<file path="config.mk">
export PLATFORM = sky130hd
export DESIGN_NAME = spi_flash_ctrl
export DESIGN_NICKNAME = d
export VERILOG_FILES = /design/src/rtl/spi_flash_ctrl.sv
export SDC_FILE = /design/constraint.sdc
export NUM_CORES = 1
export LEC_CHECK = 0
export BUFFER_PORTS_ARGS = -buffer_cell sky130_fd_sc_hd__buf_4
export CAP_MARGIN = 20
export CORE_MARGIN = 4
export CORE_UTILIZATION = 57
export CTS_CLUSTER_DIAMETER = 50
export DETAILED_ROUTE_END_ITERATION = 10
export PLACE_DENSITY = 0.79
export SLEW_MARGIN = 20
export SYNTH_ARGS = -nofsm -noshare
export SYNTH_HDL_FRONTEND = slang
export SYNTH_SLANG_ARGS = --single-unit
</file>
<file path="constraint.sdc">
create_clock -name clk -period 2 [get_ports clk]
set_input_delay 0.4 -clock clk [delete_from_list [all_inputs] [get_ports clk]]
set_output_delay 0.4 -clock clk [all_outputs]
set_load 0.1 [all_outputs]
</file>
<file path="src/rtl/spi_flash_ctrl.sv">
// SPI NOR-flash master: single-word READ (0x03) and PAGE PROGRAM (0x02),
// with an automatic WRITE ENABLE (0x06) frame ahead of every program.
// SPI mode 0, MSB first; SCK half-period is CLK_DIV system clocks.
module spi_flash_ctrl #(
  parameter int DATA_W  = 32,
  parameter int ADDR_W  = 24,
  parameter int CLK_DIV = 2,
  parameter int CS_GAP  = 2
) (
  input  logic              clk,
  input  logic              rst,
  input  logic              start,
  input  logic              wr,
  input  logic [ADDR_W-1:0] addr,
  input  logic [DATA_W-1:0] writeData,
  output logic [DATA_W-1:0] readData,
  output logic              busy,
  output logic              done,
  output logic              SCK,
  output logic              CS_n,
  output logic              DI,
  input  logic              DO
);

  localparam int FRAME_W = 8 + ADDR_W + DATA_W;
  localparam int BIT_W   = $clog2(FRAME_W + 1);
  localparam int DIV_MAX = (2 * CLK_DIV > CS_GAP) ? 2 * CLK_DIV : CS_GAP;
  localparam int DIV_W   = $clog2(DIV_MAX + 1);

  localparam logic [DIV_W-1:0] HALF      = DIV_W'(CLK_DIV);
  localparam logic [DIV_W-1:0] HALF_LAST = DIV_W'(CLK_DIV - 1);
  localparam logic [DIV_W-1:0] BIT_LAST  = DIV_W'(2 * CLK_DIV - 1);
  localparam logic [DIV_W-1:0] GAP_LAST  = DIV_W'(CS_GAP - 1);

  localparam logic [BIT_W-1:0] WREN_LAST_BIT  = BIT_W'(7);
  localparam logic [BIT_W-1:0] FRAME_LAST_BIT = BIT_W'(FRAME_W - 1);

  localparam logic [7:0] CMD_WREN = 8'h06;
  localparam logic [7:0] CMD_READ = 8'h03;
  localparam logic [7:0] CMD_PROG = 8'h02;

  typedef enum logic [2:0] {
    S_IDLE,
    S_WREN,
    S_GAP,
    S_FRAME,
    S_FIN
  } state_t;

  state_t              state_q, state_d;
  logic [DIV_W-1:0]    div_q, div_d;
  logic [BIT_W-1:0]    bit_q, bit_d;
  logic [FRAME_W-1:0]  tx_q, tx_d;
  logic [DATA_W-1:0]   rx_q, rx_d;
  logic                wr_q, wr_d;
  logic [ADDR_W-1:0]   addr_q, addr_d;
  logic [DATA_W-1:0]   wdata_q, wdata_d;
  logic [DATA_W-1:0]   read_data_q, read_data_d;
  logic                sck_q, sck_d;
  logic                cs_n_q, cs_n_d;
  logic                di_q, di_d;

  logic bit_end;
  logic sample_pt;
  logic shifting_d;

  // State register plus all datapath and pin flops; reset aborts any transfer
  always_ff @(posedge clk) begin
    if (!rst) begin
      state_q     <= S_IDLE;
      div_q       <= '0;
      bit_q       <= '0;
      tx_q        <= '0;
      rx_q        <= '0;
      wr_q        <= 1'b0;
      addr_q      <= '0;
      wdata_q     <= '0;
      read_data_q <= '0;
      sck_q       <= 1'b0;
      cs_n_q      <= 1'b1;
      di_q        <= 1'b0;
    end else begin
      state_q     <= state_d;
      div_q       <= div_d;
      bit_q       <= bit_d;
      tx_q        <= tx_d;
      rx_q        <= rx_d;
      wr_q        <= wr_d;
      addr_q      <= addr_d;
      wdata_q     <= wdata_d;
      read_data_q <= read_data_d;
      sck_q       <= sck_d;
      cs_n_q      <= cs_n_d;
      di_q        <= di_d;
    end
  end

  // Next-state, bit/divider sequencing and the registered pin values derived from it
  always_comb begin
    state_d     = state_q;
    div_d       = div_q;
    bit_d       = bit_q;
    tx_d        = tx_q;
    rx_d        = rx_q;
    wr_d        = wr_q;
    addr_d      = addr_q;
    wdata_d     = wdata_q;
    read_data_d = read_data_q;

    bit_end   = (div_q == BIT_LAST);
    sample_pt = (div_q == HALF_LAST);

    case (state_q)
      S_IDLE: begin
        if (start) begin
          wr_d    = wr;
          addr_d  = addr;
          wdata_d = writeData;
          div_d   = '0;
          bit_d   = '0;
          if (wr) begin
            state_d = S_WREN;
            tx_d    = {CMD_WREN, {(FRAME_W - 8){1'b0}}};
          end else begin
            state_d = S_FRAME;
            tx_d    = {CMD_READ, addr, {DATA_W{1'b0}}};
          end
        end
      end

      S_WREN: begin
        if (bit_end) begin
          div_d = '0;
          tx_d  = {tx_q[FRAME_W-2:0], 1'b0};
          if (bit_q == WREN_LAST_BIT) begin
            state_d = S_GAP;
            bit_d   = '0;
          end else begin
            bit_d = bit_q + 1'b1;
          end
        end else begin
          div_d = div_q + 1'b1;
        end
      end

      S_GAP: begin
        if (div_q == GAP_LAST) begin
          state_d = S_FRAME;
          div_d   = '0;
          bit_d   = '0;
          tx_d    = {CMD_PROG, addr_q, wdata_q};
        end else begin
          div_d = div_q + 1'b1;
        end
      end

      S_FRAME: begin
        if (sample_pt) begin
          rx_d = {rx_q[DATA_W-2:0], DO};
        end
        if (bit_end) begin
          div_d = '0;
          tx_d  = {tx_q[FRAME_W-2:0], 1'b0};
          if (bit_q == FRAME_LAST_BIT) begin
            state_d = S_FIN;
            bit_d   = '0;
          end else begin
            bit_d = bit_q + 1'b1;
          end
        end else begin
          div_d = div_q + 1'b1;
        end
      end

      S_FIN: begin
        state_d = S_IDLE;
        if (!wr_q) begin
          read_data_d = rx_q;
        end
      end

      default: begin
        state_d = S_IDLE;
      end
    endcase

    shifting_d = (state_d == S_WREN) || (state_d == S_FRAME);
    sck_d      = shifting_d && (div_d >= HALF);
    cs_n_d     = !shifting_d;
    di_d       = shifting_d ? tx_d[FRAME_W-1] : 1'b0;
  end

  assign readData = read_data_q;
  assign busy     = (state_q != S_IDLE);
  assign done     = (state_q == S_FIN);
  assign SCK      = sck_q;
  assign CS_n     = cs_n_q;
  assign DI       = di_q;

endmodule

</file>
==> summary.txt, run 1 <==
Power and ir drop
  – Clk pwr share: 0.427
  – Psw: 1.99 mW
  – Sw frac: 0.228
  – Leakage power total: 3.45 nW
  – Int Power: 6.73 mW
  – Tot Pwr: 8.72 mW
  – Combinational power share: 0.088
  – Pwr/cell area: 915 nW/um^2
  – Register share of total power: 0.486
  – VDD IR-drop max: 566 uV

Floorplanning
  – Initial Util: 0.588
  – Chip width: 126 microns
  – Die Span Y: 126 microns
  – Boundary Pins: 98
  – DIE AREA: 15800 sq um
  – Site Rows: 42
  – Total core area: 13400 sq um

Logic synthesis
  – Sequential-to-total area share from yosys stat: 0.511
  – Synth unique cells: 44
  – YS warnings: 0
  – EDFF count, synth: 0
  – Avg Inst Size Synth: 8.85 sq um
  – Synth Register Bits: 201
  – Async SR Flop Fraction: 0
  – Mapped cell area: 7880 sq um
  – Synth Net Count: 957
  – Top_reg_cell synth: dfxtp_1
  – Post-synthesis cell count: 891

Setup path
  – Worst Path Max Fanout: 7
  – Critical Path Sink: done
  – WP data arrival: 1.49 ns
  – Worst R2R End: tx_q[21]$_SDFFE_PN0P_
  – Worst reg2reg setup slack: 0.14 ns
  – Crit Path Class: reg2out
  – Worst setup startpoint: state_q[2]$_SDFF_PN0_
  – CP Data Required Time: 1.60 ns
  – R2R depth: 7
  – Element type at the critical path end: primary output
  – R2r startpoint: div_q[0]$_SDFF_PN0_
  – Element type at the critical path start: flop

Clock network
  – Hold buffers post-CTS: 0
  – Clk_lat worst skew: 0.48 ns
  – Clk slew on worst S/H paths: 0.06 ns
  – CTS tree: yes
  – Clock Path Buffers: 3
  – Root buffer cell: clkbuf_16
  – # H-tree levels: 1
  – CTS Sinks: 201
  – Total CTS buffers: 20

Timing
  – Max_slew headroom: 0.582
  – Final Hold Fails: 0
  – Fin. max-slew vios: 0
  – RSZ-0062 raised after global routing: false
  – # setup viols final: 0
  – Post-route setup slack: 0.111 ns
  – Clock Skew: 0.00800 ns
  – Max Freq: 0.529 GHz
  – Final critical-path share of the clock period: 0.944
  – Hold Slack: 0.174 ns
  – Setup Total Neg Slack: 0 ns
  – Final Critical Period: 1.89 ns
  – Worst-margin pin slew: 0.625 ns

Final layout
  – Final #Nets: 1025
  – Fill cells: 1065
  – Commonest cells after routing, fill and taps aside: 256 x nand2_1, 200 x dfxtp_1, 113 x buf_4
  – Design Area, Final: 9530 sq um
  – Post-Route Utilization: 0.711
  – Finished Layout Cells: 1146
  – Layout cells sized above 1: 0.178
  – ANT cells: 0
  – Layout area overhead: 20.9%
  – Commonest non-fill, non-tap cell in the layout: nand2_1

Placement
  – Port bufs: 97
  – Detail Placement HPWL: 10.2 mm
  – Placed cells: 1112
  – GP Congestion: 0.851
  – Pre-CTS WS: -0.0177 ns
  – Placed inst area: 8820 sq um

Routing
  – Drt pass-1 iters: 7
  – Vias/cell: 5.64
  – DRT antenna net count: 0
  – Initial DRC count: 697
  – Total number of vias: 6459
  – Drc violations: 0
  – Routed WL: 16.4 mm
  – Per-cell routed wire length: 14.3 microns

Run status
  – Status: completed

Global route
  – Total GRT Usage: 0.202
  – Total grt overflow: 0
  – Vias in the first global route: 6026
  – Largest net degree at the start of global routing: 121
  – Initial antenna violation count: 0
  – First-pass GRT wire length: 28.1 mm

Worst hold path
  – HP Class: in2reg

Job
  – Max_cap viols: 0
==> kinds of logic (layout without fill, tap and decap cells) <==
group | count (synthesis) | count (layout) | share of synthesized area
compound gates | 258 | 258 | 0.248
fa+ha+maj | 5 | 5 | 0.00794
buf+inv | 82 | 161 | 0.0449
flops | 201 | 201 | 0.511
mux | 1 | 1 | 0.00127
simple gates | 344 | 344 | 0.188
==> power groups by stage <==
| stage | Clock, mW | Combinational (mW) | Sequential (mW) |
|---|---|---|---|
| global placement | 0 | 0.741 | 4.32 |
| finish | 3.72 | 0.763 | 4.23 |
| global route | 3.94 | 0.845 | 4.25 |
| floorplan | 0 | 0.471 | 4.32 |
| detailed placement | 0 | 0.753 | 4.32 |
| CTS | 3.80 | 0.761 | 4.23 |
==> flip-flops by register name (all words and copies together), names as in the netlist, 3 cells and up <==
| signal | cells |
|---|---|
| tx_q | 64 |
| addr_q | 24 |
| rx_q | 32 |
| wdata_q | 32 |
| readData | 32 |
| state_q | 3 |
| div_q | 3 |
| bit_q | 7 |
==> how the worst min path moves through the flow <==
stage	from	depth (start not counted)	endpoint	slack, ns
finish	addr[10]	3	addr_q[10]$_SDFFE_PN0P_	0.17
global route	writeData[11]	3	wdata_q[11]$_SDFFE_PN0P_	0.17
CTS	writeData[11]	3	wdata_q[11]$_SDFFE_PN0P_	0.17
detailed placement	readData[28]$_SDFFE_PN0P_	2	readData[28]$_SDFFE_PN0P_	0.44
global placement	readData[21]$_SDFFE_PN0P_	2	readData[21]$_SDFFE_PN0P_	0.44
floorplan	addr_q[10]$_SDFFE_PN0P_	2	addr_q[10]$_SDFFE_PN0P_	0.43
==> final cells by class <==
| cell class | instances | area, sq um | share of cell area |
|---|---|---|---|
| sequential | 201 | 4030 | 0.423 |
| multi-input combinational | 608 | 3580 | 0.376 |
| timing repair buffer | 121 | 1000 | 0.105 |
| clock buffer | 30 | 619 | 0.0650 |
| tap | 176 | 220 | 0.0231 |
| clock inverter | 3 | 43.8 | 0.00460 |
| inverter | 7 | 33.8 | 0.00355 |
==> cell usage after synthesis, types with 3 or more instances <==
library cell | number | area, sq um
clkbuf_1 | 43 | 161
a221oi_1 | 3 | 26.3
a21oi_1 | 30 | 150
o21ai_0 | 26 | 130
ha_1 | 5 | 62.6
a22oi_1 | 6 | 45.0
dfxtp_1 | 201 | 4020
nand2_1 | 257 | 965
a222oi_1 | 56 | 561
nand3_1 | 13 | 65.1
inv_1 | 6 | 22.5
buf_4 | 3 | 22.5
nor3_1 | 6 | 30.0
a21boi_1 | 16 | 120
nor2_1 | 11 | 41.3
buf_2 | 28 | 140
nand2b_1 | 3 | 18.8
nor2b_1 | 40 | 250
a21boi_0 | 106 | 796
==> routing by layer <==
layer / track usage / vias to the layer above / part of all wire
met5: 0 / - / 0
met4: 0.0491 / 0 / 0.019
met1: 0.270 / 3032 / 0.46
li1: - / 3260 / -
met3: 0.0337 / 25 / 0.047
met2: 0.341 / 142 / 0.47
==> repair_timing <==
action	4_1_cts	5_1_grt
pin swaps	1	7
gates resized for setup	5	4
buffers inserted	1	0
setup endpoints to repair	13	52
==> worst max-delay path, cell delays in order (launching register included) <==
cell	delay [ns]
dfxtp_4	0.39
buf_4	0.18
inv_8	0.06
nor3_4	0.17
buf_12	0.20
Note: power is estimated with default switching activity, not from simulation.
==> run 2, diff against run 1 <==
--- a/config.mk
+++ b/config.mk
@@ -6,12 +6,11 @@
 export NUM_CORES = 1
 export LEC_CHECK = 0
 export BUFFER_PORTS_ARGS = -buffer_cell sky130_fd_sc_hd__buf_4
-export CAP_MARGIN = 20
 export CORE_MARGIN = 4
 export CORE_UTILIZATION = 57
 export CTS_CLUSTER_DIAMETER = 50
 export DETAILED_ROUTE_END_ITERATION = 10
-export PLACE_DENSITY = 0.79
+export PLACE_DENSITY = 0.81
 export SLEW_MARGIN = 20
 export SYNTH_ARGS = -nofsm -noshare
 export SYNTH_HDL_FRONTEND = slang
==> summary.txt, run 2 (synthesis gave the netlist of run 1 again) <==
Floorplanning
  – Chip width: 126 microns (unchanged)
  – Initial Util: 0.588 (unchanged)
  – Die Span Y: 126 microns (unchanged)
  – DIE AREA: 15800 sq um (unchanged)
  – Total core area: 13400 sq um (unchanged)
  – Site Rows: 42 (unchanged)
  – Boundary Pins: 98 (unchanged)

Worst hold path
  – WHS Endpoint: wdata_q[12]$_SDFFE_PN0P_ (was addr_q[10]$_SDFFE_PN0P_)
  – Worst hold stages: 3 (unchanged)
  – HP Class: in2reg (unchanged)
  – Hold Crit Start: writeData[12] (was addr[10])

Final layout
  – Layout cells sized above 1: 0.184 (was 0.178)
  – Layout area overhead: 21.9% (was 20.9%)
  – Commonest cells after routing, fill and taps aside: 256 x nand2_1, 198 x dfxtp_1, 111 x buf_4 (was 256 x nand2_1, 200 x dfxtp_1, 113 x buf_4)
  – Fill cells: 1040 (was 1065)
  – Final #Nets: 1025 (unchanged)
  – Largest register FFs: 64 (unchanged)
  – Post-Route Utilization: 0.717 (was 0.711)
  – ANT cells: 0 (unchanged)
  – Commonest non-fill, non-tap cell in the layout: nand2_1 (unchanged)
  – Largest register by flop count: tx_q (unchanged)

Global route
  – Vias in the first global route: 6014 (was 6026)
  – Total GRT Usage: 0.205 (was 0.202)
  – Initial antenna violation count: 0 (unchanged)
  – First-pass GRT wire length: 28.2 mm (was 28.1 mm)
  – Largest net degree at the start of global routing: 111 (was 121)
  – Total grt overflow: 0 (unchanged)

Job
  – Max_cap viols: 0 (unchanged)

Timing
  – Clock Skew: 0.0111 ns (was 0.00800 ns)
  – Fin. max-slew vios: 0 (unchanged)
  – Final Hold Fails: 0 (unchanged)
  – Final critical-path share of the clock period: 0.953 (was 0.944)
  – Hold Slack: 0.159 ns (was 0.174 ns)
  – Worst-margin pin slew: 0.647 ns (was 0.625 ns)
  – Max Freq: 0.524 GHz (was 0.529 GHz)
  – Final Critical Period: 1.91 ns (was 1.89 ns)
  – Max_slew headroom: 0.569 (was 0.582)
  – RSZ-0062 raised after global routing: false (unchanged)
  – # setup viols final: 0 (unchanged)

Clock network
  – Number of post-CTS setup repair buffers: 0 (was 1)
  – CTS Sinks: 201 (unchanged)
  – # H-tree levels: 1 (unchanged)
  – CTS tree: yes (unchanged)
  – Clk slew on worst S/H paths: 0.06 ns (about the same)
  – Clock Path Buffers: 3 (unchanged)
  – Hold buffers post-CTS: 0 (unchanged)
  – Root buffer cell: clkbuf_16 (unchanged)
  – Total CTS buffers: 20 (unchanged)
  – Clk_lat worst skew: 0.49 ns (was 0.48 ns)

Placement
  – Port bufs: 97 (unchanged)
  – Detail Placement HPWL: 10.4 mm (was 10.2 mm)
  – GP Congestion: 0.816 (was 0.851)

Routing
  – Routed WL: 17.0 mm (was 16.4 mm)
  – Per-cell routed wire length: 14.8 microns (was 14.3 microns)
  – Met3 wire len: 851 microns (was 780 microns)
  – Met2 WL post-DR: 8.30 mm (was 7.80 mm)
  – Vias/cell: 5.66 (was 5.64)
  – Drt pass-1 iters: 7 (unchanged)
  – Drc violations: 0 (unchanged)
  – Total number of vias: 6498 (was 6459)
  – DRT antenna net count: 0 (unchanged)
  – Met1 WL: 7.47 mm (was 7.53 mm)
  – Top Layer Used: met4 (unchanged)
  – Initial DRC count: 613 (was 697)

Setup path
  – Worst setup startpoint: state_q[0]$_SDFF_PN0_ (was state_q[2]$_SDFF_PN0_)
  – R2R depth: 7 (unchanged)
  – R2r startpoint: div_q[1]$_SDFF_PN0_ (was div_q[0]$_SDFF_PN0_)
  – Buf/Inv on CP: 3 (unchanged)
  – Crit-path most repeated cell: buf_6
  – CP Data Required Time: 1.60 ns (about the same)
  – Crit Path Class: reg2out (unchanged)
  – CP peak stage delay: 0.34 ns (was 0.39 ns)
  – Element type at the critical path end: primary output (unchanged)
  – Element type at the critical path start: flop (unchanged)
  – Worst path cell trace: buf_6 > buf_6 > nor3_4 > buf_12 (was buf_4 > inv_8 > nor3_4 > buf_12)
  – Worst reg2reg setup slack: 0.12 ns (was 0.14 ns)
  – Worst Path Max Fanout: 8 (was 7)
  – Worst R2R End: tx_q[30]$_SDFFE_PN0P_ (was tx_q[21]$_SDFFE_PN0P_)
  – Delay-heaviest family, CP: buffers and inverters (unchanged)
  – CP max stage cell: dfxtp_2 (was dfxtp_4)
  – WP data arrival: 1.51 ns (was 1.49 ns)

Power and ir drop
  – VDD IR-drop max: 707 uV (was 566 uV)
  – Pwr/cell area: 938 nW/um^2 (was 915 nW/um^2)
  – Tot Pwr: 9.01 mW (was 8.72 mW)
  – Leakage power total: 3.49 nW (was 3.45 nW)

Run status
  – Status: completed (unchanged)
run 2: repair_timing:
item                       CTS  global route
setup endpoints to repair    2            63
pin swaps                    0             3
gates resized for setup      2            10
run 2: layer usage:
| metal | vias to the layer above | track usage |
|---|---|---|
| met3 | 31 | 0.0286 |
| met1 | 3041 | 0.275 |
| met2 | 166 | 0.346 |
| li1 | 3260 | - |
| met5 | - | 0 |
| met4 | 0 | 0.0593 |
run 2: layout make-up:
type                       instances  area [sq um]  share of cell area
sequential                       201          4030               0.419
multi-input combinational        608          3580               0.373
timing repair buffer             121          1020               0.106
clock buffer                      29           604              0.0629
tap                              176           220              0.0229
clock inverter                     7           121              0.0126
inverter                           7          33.8             0.00352
run 2: worst max-delay path by stage:
stage,endpoint,depth (start not counted)
after floorplan,readData[10]$_SDFFE_PN0P_,7
after global placement,tx_q[18]$_SDFFE_PN0P_,7
after detailed placement,tx_q[20]$_SDFFE_PN0P_,7
after CTS,done,4
after global routing,tx_q[6]$_SDFFE_PN0P_,7
final,done,4
run 2: stage by stage:
step / setup slack [ns] / cell area (sq um) / setup TNS [ns] / cells
after floorplan: -0.0425 / 7940 / -1.27 / 891
after global placement: 0.112 / 8840 / 0 / 1113
after detailed placement: 0.0658 / 8840 / 0 / 1113
after CTS: 0.00198 / 9570 / 0 / 1149
after global routing: 0.0138 / 9610 / 0 / 1149
final: 0.0934 / 9610 / 0 / 1149
run 2: worst register-to-register path, cell delays in order, from the launching register on:
cell and delay [ns]:
dfxtp_1 0.35, ha_1 0.19, ha_2 0.23, nand2b_4 0.15, o2111ai_4 0.17, buf_12 0.20, a222oi_1 0.38, nor2b_1 0.08
run 2: power by group:
part / total (mW) / switching (mW) / leakage (nW) / internal (mW)
logic: 0.778 / 0.453 / 1.50 / 0.325
registers: 4.24 / 0.0838 / 1.63 / 4.15
clock network: 4.00 / 1.50 / 0.360 / 2.49
